## config.mk

```make
export PLATFORM = sky130hd
export DESIGN_NAME = nor_chain_sequencer
export DESIGN_NICKNAME = d
export VERILOG_FILES = /design/src/rtl/nor_chain_sequencer.sv
export SDC_FILE = /design/constraint.sdc
export NUM_CORES = 1
export LEC_CHECK = 0
export BUFFER_PORTS_ARGS = -buffer_cell sky130_fd_sc_hd__buf_2
export CORE_ASPECT_RATIO = 1.4
export CORE_MARGIN = 4
export CORE_UTILIZATION = 50
export CTS_BUF_LIST = sky130_fd_sc_hd__clkbuf_16
export CTS_CLUSTER_SIZE = 40
export DETAILED_ROUTE_END_ITERATION = 7
export PLACE_DENSITY_LB_ADDON = 0.15
export SYNTH_ARGS = -nofsm -noshare
export SYNTH_HDL_FRONTEND = slang
export SYNTH_SLANG_ARGS = --single-unit
```

## constraint.sdc

```tcl
create_clock -name clk -period 1.8 [get_ports clk]
set_input_delay 0.18 -clock clk [delete_from_list [all_inputs] [get_ports clk]]
set_output_delay 0.18 -clock clk [all_outputs]
set_load 0.05 [all_outputs]
```

## src/rtl/nor_chain_sequencer.sv

```systemverilog
// rtl/nor_chain_sequencer.sv - time-multiplexed cascaded NOR chain evaluator with start/busy/done handshake
module nor_chain_sequencer #(
  parameter int N_INPUTS = 4,
  parameter int CNT_W    = 8
) (
  input  logic                  clk,
  input  logic                  reset,
  input  logic                  start,
  input  logic [N_INPUTS-1:0]   in_vec,
  output logic                  busy,
  output logic                  done,
  output logic [N_INPUTS-2:0]   stage_out,
  output logic                  result,
  output logic [CNT_W-1:0]      eval_count
);

  // idx only ever reaches N_INPUTS-2; clog2(N_INPUTS) keeps it at least one bit wide
  localparam int IDX_W = $clog2(N_INPUTS);
  localparam logic [IDX_W-1:0] LAST_IDX = IDX_W'(N_INPUTS - 2);

  typedef enum logic [1:0] {
    IDLE = 2'b00,
    EVAL = 2'b01,
    DONE = 2'b10
  } state_t;

  state_t                state;
  logic [N_INPUTS-1:0]   in_reg;
  logic [IDX_W-1:0]      idx;
  logic                  op_a;
  logic                  op_b;
  logic                  nor_bit;
  logic [N_INPUTS-2:0]   stage_next;

  // Operand select for the shared NOR: first stage takes in_reg[0], later stages chain the previous stage
  always_comb begin
    op_a = in_reg[0];
    op_b = in_reg[1];
    for (int k = 1; k < N_INPUTS - 1; k++) begin
      if (idx == IDX_W'(k)) begin
        op_a = stage_out[k-1];
        op_b = in_reg[k+1];
      end
    end
    nor_bit = ~(op_a | op_b);
  end

  // Merge the freshly computed stage bit into the stage vector at position idx
  always_comb begin
    stage_next = stage_out;
    for (int k = 0; k < N_INPUTS - 1; k++) begin
      if (idx == IDX_W'(k)) begin
        stage_next[k] = nor_bit;
      end
    end
  end

  assign result = stage_out[N_INPUTS-2];

  // Sequencer FSM: IDLE -> EVAL (one stage per clock) -> DONE -> IDLE, all outputs registered
  always_ff @(posedge clk or posedge reset) begin
    if (reset) begin
      state      <= IDLE;
      busy       <= 1'b0;
      done       <= 1'b0;
      stage_out  <= '0;
      eval_count <= '0;
      in_reg     <= '0;
      idx        <= '0;
    end else begin
      case (state)
        IDLE: begin
          busy <= 1'b0;
          done <= 1'b0;
          if (start) begin
            in_reg    <= in_vec;
            idx       <= '0;
            stage_out <= '0;
            busy      <= 1'b1;
            state     <= EVAL;
          end
        end
        EVAL: begin
          stage_out <= stage_next;
          if (idx == LAST_IDX) begin
            done  <= 1'b1;
            state <= DONE;
          end else begin
            idx <= idx + 1'b1;
          end
        end
        DONE: begin
          done       <= 1'b0;
          busy       <= 1'b0;
          eval_count <= eval_count + 1'b1;
          state      <= IDLE;
        end
        default: begin
          busy  <= 1'b0;
          done  <= 1'b0;
          state <= IDLE;
        end
      endcase
    end
  end

endmodule

```

==> flow_summary_export.csv, run 1 <==
group,metric,value,unit
worst_setup_path,critPathMaxStageDelay,0.37,ns
power_and_ir_drop,power_density,1940,mW/mm^2
synthesis,synth_top_area_share,0.539,
worst_setup_path,crit_path_end_kind,"flip-flop",
grt,grt_max_degree,22,
timing,fmax,667,MHz
detailed_routing,post-route-drc-count,0,
worst_hold_path,hold_path.class,"input pin to flip-flop",
worst_setup_path,arrival,1.63,ns
worst_setup_path,crit_chain,"inv_1 -> ha_1 -> nor3b_4 -> nor2_1 -> mux2_2",
layout,multi_input_area,412,sq um
floorplanning,die-area,0.00273,sq mm
job,drv_cap,0,
worst_setup_path,startpoint,"idx[0]",
cts,cts_tree,"built",
worst_setup_path,cp_max_fo,5,
floorplanning,io_pins,21,
placement,place_ws,0.333,ns
placement,place_area,0.00109,sq mm
synthesis,synth_area,975,sq um
cts,post_cts_buffers,0,
synthesis,yosysUniqueCellTypes,26,
worst_setup_path,crit_type,"flip-flop to flip-flop",
timing,setup_viol,0,
synthesis,syn_nets,87,
synthesis,ys_ff_latch,21,
worst_setup_path,cp-start-kind,"flip-flop",
timing,tns,0,ns
timing,rsz0062_at_grt,"no",
timing,period_share,0.832,
cts,cts_num_sinks,21,
grt,antenna_found_initial,0,
detailed_routing,dr.first_iter.drc_count,17,
worst_setup_path,r2r_start,"idx[0]",
placement,io_buffers,20,
floorplanning,rows,18,
worst_hold_path,hp-start,"in_vec[0]",
synthesis,synthTopCellsByArea,"dfrtp_1 (54%), mux2_2 (9.2%), xnor2_1 (5.4%)",
synthesis,postSynthAreaPerCell,12.8,sq um
power_and_ir_drop,power.total,2.28,mW
timing,slew_viol_final,0,
worst_setup_path,cp_data_required_time,1.94,ns
synthesis,yosys_warnings,0,
detailed_routing,antenna_left,0,
detailed_routing,vias,653,
worst_setup_path,r2r.worst_path.cells,5,
worst_setup_path,critical_path.top_delay_family,"simple AND/OR/NAND/NOR gates",
detailed_routing,wl_per_cell,14.9,microns
synthesis,synth_top_cell_by_area,"dfrtp_1",
power_and_ir_drop,leakage,0.589,nW
cts,clk_pin_slew,0.05,ns
grt,grt_pass1_wl,3.13,mm
worst_setup_path,cpMaxStageDelayCell,"dfrtp_1",
layout,final_cell_mix,"dfrtp_1 (21), buf_2 (20), mux2_2 (8), xnor2_1 (6), inv_1 (6)",
power_and_ir_drop,vdd_drop_max,0.00104,V
layout,fin_area,0.00118,sq mm
floorplanning,die_y,60.2,microns
detailed_routing,wirelength,1.78,mm
grt,track_usage,0.164,
layout,largest_reg_flops,8,
cts,htree_levels,1,
cts,clk_path_buf_depth,2,
layout,final_common_cell,"dfrtp_1",
detailed_routing,topRoutingLayerUsed,"met4",
layout,fillCellCount,143,
worst_hold_path,holdPathStages,2,
cts,clk_latency,0.25,ns
layout,drive_gt1_frac,0.370,
detailed_routing,wl_met1,749,microns
floorplanning,initial_core_util,0.541,
timing,finalClockSkew,0.00227,ns
timing,tightest_slew,0.361,ns
floorplanning,core,0.00180,sq mm
run_status,status,"complete, no violations",
floorplanning,die_width,45.3,microns
synthesis,seq_area_frac_synth,0.539,
layout,regArea,526,sq um
detailed_routing,routed_via_density,5.44,
placement,gp_congestion,0.802,
timing,fin_crit,1.50,ns
cts,cts_buffers,3,
layout,syn_to_final_growth,20.8,%
worst_setup_path,cp_num_buf_inv,1,
grt,grt_pass1_vias,717,
detailed_routing,dr_wl_met2,944,microns
placement,hpwlAfterDp,1.30,mm
timing,fin_hold_ws,0.160,ns
layout,nets,112,
timing,hold_viol_final,0,
detailed_routing,met3_length,70,microns
detailed_routing,firstDrtPassIters,3,
worst_setup_path,worst-path-stages,5,
cts,clockRootBuffer,"clkbuf_16",
timing,setup_ws,0.302,ns
layout,antenna_cells,0,
grt,grt.overflow.total,0,
timing,relSlewSlack,0.759,
synthesis,syn_inst,76,
where the power goes:
part	switching [mW]	internal, mW
registers	0.180	0.651
logic	0.624	0.371
clock network	0.158	0.295
total	0.962	1.32
cell type report:
class                      count  area share
timing repair buffer          22      0.0999
clock inverter                 1     0.00319
tap                           20      0.0213
clock buffer                   3      0.0638
inverter                       5      0.0159
multi-input combinational     48       0.350
sequential                    21       0.446
per-layer routing:
metal	vias up	track usage
met5	-	0
met4	0	0.0879
met3	2	0.0271
met2	16	0.271
met1	321	0.198
li1	314	-
worst register-to-register path: cells and delay by family, from the launching register on:
| kind | cells | cell delay [ns] |
|---|---|---|
| AND/OR/NAND/NOR | 2 | 0.38 |
| multiplexers | 1 | 0.28 |
| flip-flops | 1 | 0.37 |
| buffers and inverters | 1 | 0.08 |
| adder cells (fa/ha/maj) | 1 | 0.27 |
kinds of logic after synthesis:
group,after synthesis,share of synthesized area
multiplexers,8,0.0924
AO/OA/AOI/OAI,9,0.0655
buffers and inverters,7,0.0385
AND/OR/NAND/NOR,20,0.150
adder cells (fa/ha/maj),4,0.0513
flip-flops,21,0.539
XOR/XNOR,7,0.0629
per-stage QoR:
| stage | util | instances |
|---|---|---|
| 5_1_grt | 0.653 | 120 |
| 6_report | 0.653 | 120 |
| 3_5_place_dp | 0.604 | 115 |
| 2_1_floorplan | - | 76 |
| 4_1_cts | 0.653 | 120 |
| 3_3_place_gp | 0.604 | 115 |
path summary, 6_finish.rpt:
check / to / slack [ns]
min: in_reg[0] / 0.16
max: idx[0] / 0.30
min in group asynchronous: eval_count[5] / 0.49
max in group asynchronous: eval_count[2] / 1.09
max reg2reg: idx[0] / 0.30
min reg2reg: eval_count[7] / 0.47
cells in the mapped netlist:
master,count
and2b_2,2
o21a_1,1
buf_6,1
buf_4,1
xor2_1,1
nand4_1,4
mux2_2,8
nand3_1,1
and3_1,1
nor3_1,1
a41oi_1,2
a22o_1,1
a21oi_1,2
dfrtp_1,21
ha_1,4
nand2_1,3
nor3b_4,2
inv_1,5
nor2_1,3
o31ai_1,1
nor3b_1,1
and4b_4,1
and2_1,1
xnor2_1,6
o21ai_0,1
a21o_1,1
timing repair:
| item | 4_1_cts | 5_1_grt |
|---|---|---|
| hold buffers | 1 | 0 |
| gates resized for setup | 0 | 0 |
| endpoints found under the hold margin | 21 | 0 |
Power figures use the tool's default switching activity.
==> run 2, diff against run 1 <==
clock period = 1.6 ns   (was 1.8 ns; I/O delays follow)
==> flow_summary_export.csv, run 2 (synthesis gave the netlist of run 1 again) <==
group,metric,value,unit
run_status,status,"complete, no violations",
floorplanning,die-area,0.00273,sq mm
worst_setup_path,cp_data_required_time,1.73,ns
placement,io_buffers,20,
grt,grt.overflow.total,0,
detailed_routing,wl_per_cell,14.8,microns
layout,antenna_cells,0,
floorplanning,die_width,45.3,microns
grt,grtUsageMet3,0.0271,
grt,grt.met2_usage,0.271,
worst_setup_path,startpoint,"idx[0]",
layout,final_cell_mix,"dfrtp_1 (21), buf_2 (20), mux2_2 (8), xnor2_1 (6), inv_1 (6)",
worst_setup_path,r2r_start,"idx[0]",
detailed_routing,antenna_left,0,
worst_setup_path,worst-path-stages,5,
timing,setup_viol,0,
layout,largest_reg_flops,8,
detailed_routing,vias,657,
placement,hpwlAfterDp,1.30,mm
power_and_ir_drop,vdd_drop_max,0.00120,V
cts,post_cts_buffers,0,
floorplanning,rows,18,
timing,hold_viol_final,0,
worst_setup_path,crit_path_end_kind,"flip-flop",
layout,regArea,526,sq um
grt,antenna_found_initial,0,
floorplanning,io_pins,21,
timing,tightest_slew,0.363,ns
worst_setup_path,cp_max_fo,5,
worst_setup_path,arrival,1.58,ns
timing,relSlewSlack,0.758,
timing,rsz0062_at_grt,"no",
worst_setup_path,cpMaxStageDelayCell,"dfrtp_1",
detailed_routing,firstDrtPassIters,3,
timing,finalClockSkew,0.00173,ns
floorplanning,initial_core_util,0.541,
detailed_routing,dr.first_iter.drc_count,15,
power_and_ir_drop,power.total,2.57,mW
cts,clk_pin_slew,0.05,ns
layout,fillCellCount,142,
worst_setup_path,crit_type,"flip-flop to flip-flop",
power_and_ir_drop,power_density,2170,mW/mm^2
grt,busiest_layer,"met2",
timing,fmax,689,MHz
worst_setup_path,setup.worst_path.end,"idx[0]",
worst_setup_path,critical_path.top_delay_family,"flip-flops",
cts,clockRootBuffer,"clkbuf_16",
detailed_routing,wirelength,1.77,mm
cts,cts_num_sinks,21,
layout,final_common_cell,"dfrtp_1",
layout,multi_input_area,414,sq um
job,drv_cap,0,
detailed_routing,routed_via_density,5.48,
floorplanning,die_y,60.2,microns
layout,drive_gt1_frac,0.380,
timing,fin_crit,1.45,ns
worst_hold_path,hold_path.class,"input pin to flip-flop",
cts,cts_buffers,3,
worst_setup_path,r2r_end,"idx[0]",
cts,htree_levels,1,
timing,period_share,0.907,
grt,track_usage,0.164,
floorplanning,core,0.00180,sq mm
grt,grt_pass1_vias,717,
worst_setup_path,r2r.worst_path.cells,5,
layout,syn_to_final_growth,21.1,%
layout,nets,112,
grt,grt_pass1_wl,3.13,mm
cts,cts_tree,"built",
grt,gr-usage-met1,0.198,
grt,grt_max_degree,22,
worst_setup_path,cp-start-kind,"flip-flop",
placement,gp_congestion,0.802,
worst_setup_path,crit_chain,"inv_1 -> ha_2 -> nor3b_4 -> nor2_1 -> mux2_2",
worst_setup_path,cp_num_buf_inv,1,
cts,clk_latency,0.25,ns
cts,clk_path_buf_depth,2,
timing,tns,0,ns
detailed_routing,post-route-drc-count,0,
worst_setup_path,r2r_slack,0.15,ns
power_and_ir_drop,leakage,0.588,nW
worst_setup_path,critPathMaxStageDelay,0.37,ns
timing,slew_viol_final,0,
-- run 2: worst min path at each step --
stage / start / to / slack [ns] / cells after the start
finish: in_vec[0] / in_reg[0] / 0.14 / 2
global route: in_vec[0] / in_reg[0] / 0.14 / 2
CTS: in_vec[0] / in_reg[0] / 0.14 / 2
detailed placement: reset / state[1] / 0.20 / 3
global placement: reset / done / 0.20 / 3
floorplan: reset / busy / 0.14 / 1
-- run 2: per-layer routing --
metal  vias to the layer above  routed length [microns]
li1                        313                        -
met2                        16                      959
met5                         -                        0
met3                         2                       70
met1                       326                      725
met4                         0                       17
-- run 2: timing repair --
action / in CTS / in global routing
endpoints found under the hold margin: 21 / 0
setup endpoints to repair: 0 / 3
gates resized for setup: 0 / 2
hold buffers: 1 / 0
-- run 2: area by class of cell --
cell class                 count  area share
sequential                    21       0.445
inverter                       5      0.0159
clock inverter                 1     0.00318
clock buffer                   3      0.0636
tap                           20      0.0212
multi-input combinational     48       0.351
timing repair buffer          22      0.0997
-- run 2: power breakdown --
group | internal [mW] | switching (mW)
clock | 0.332 | 0.175
sequential | 0.732 | 0.202
combinational | 0.422 | 0.702
-- run 2: through the flow --
| stage | util | hold slack [ns] | instances | cell area, sq um | worst slack, ns |
|---|---|---|---|---|---|
| 5_1_grt | 0.655 | 0.140 | 120 | 1180 | 0.0274 |
| 4_1_cts | 0.653 | 0.140 | 120 | 1180 | 0.0897 |
| 6_report | 0.655 | 0.141 | 120 | 1180 | 0.150 |
| 2_1_floorplan | - | 0.137 | 76 | 975 | 0.228 |
| 3_5_place_dp | 0.604 | 0.201 | 115 | 1090 | 0.133 |
| 3_3_place_gp | 0.604 | 0.200 | 115 | 1090 | 0.200 |
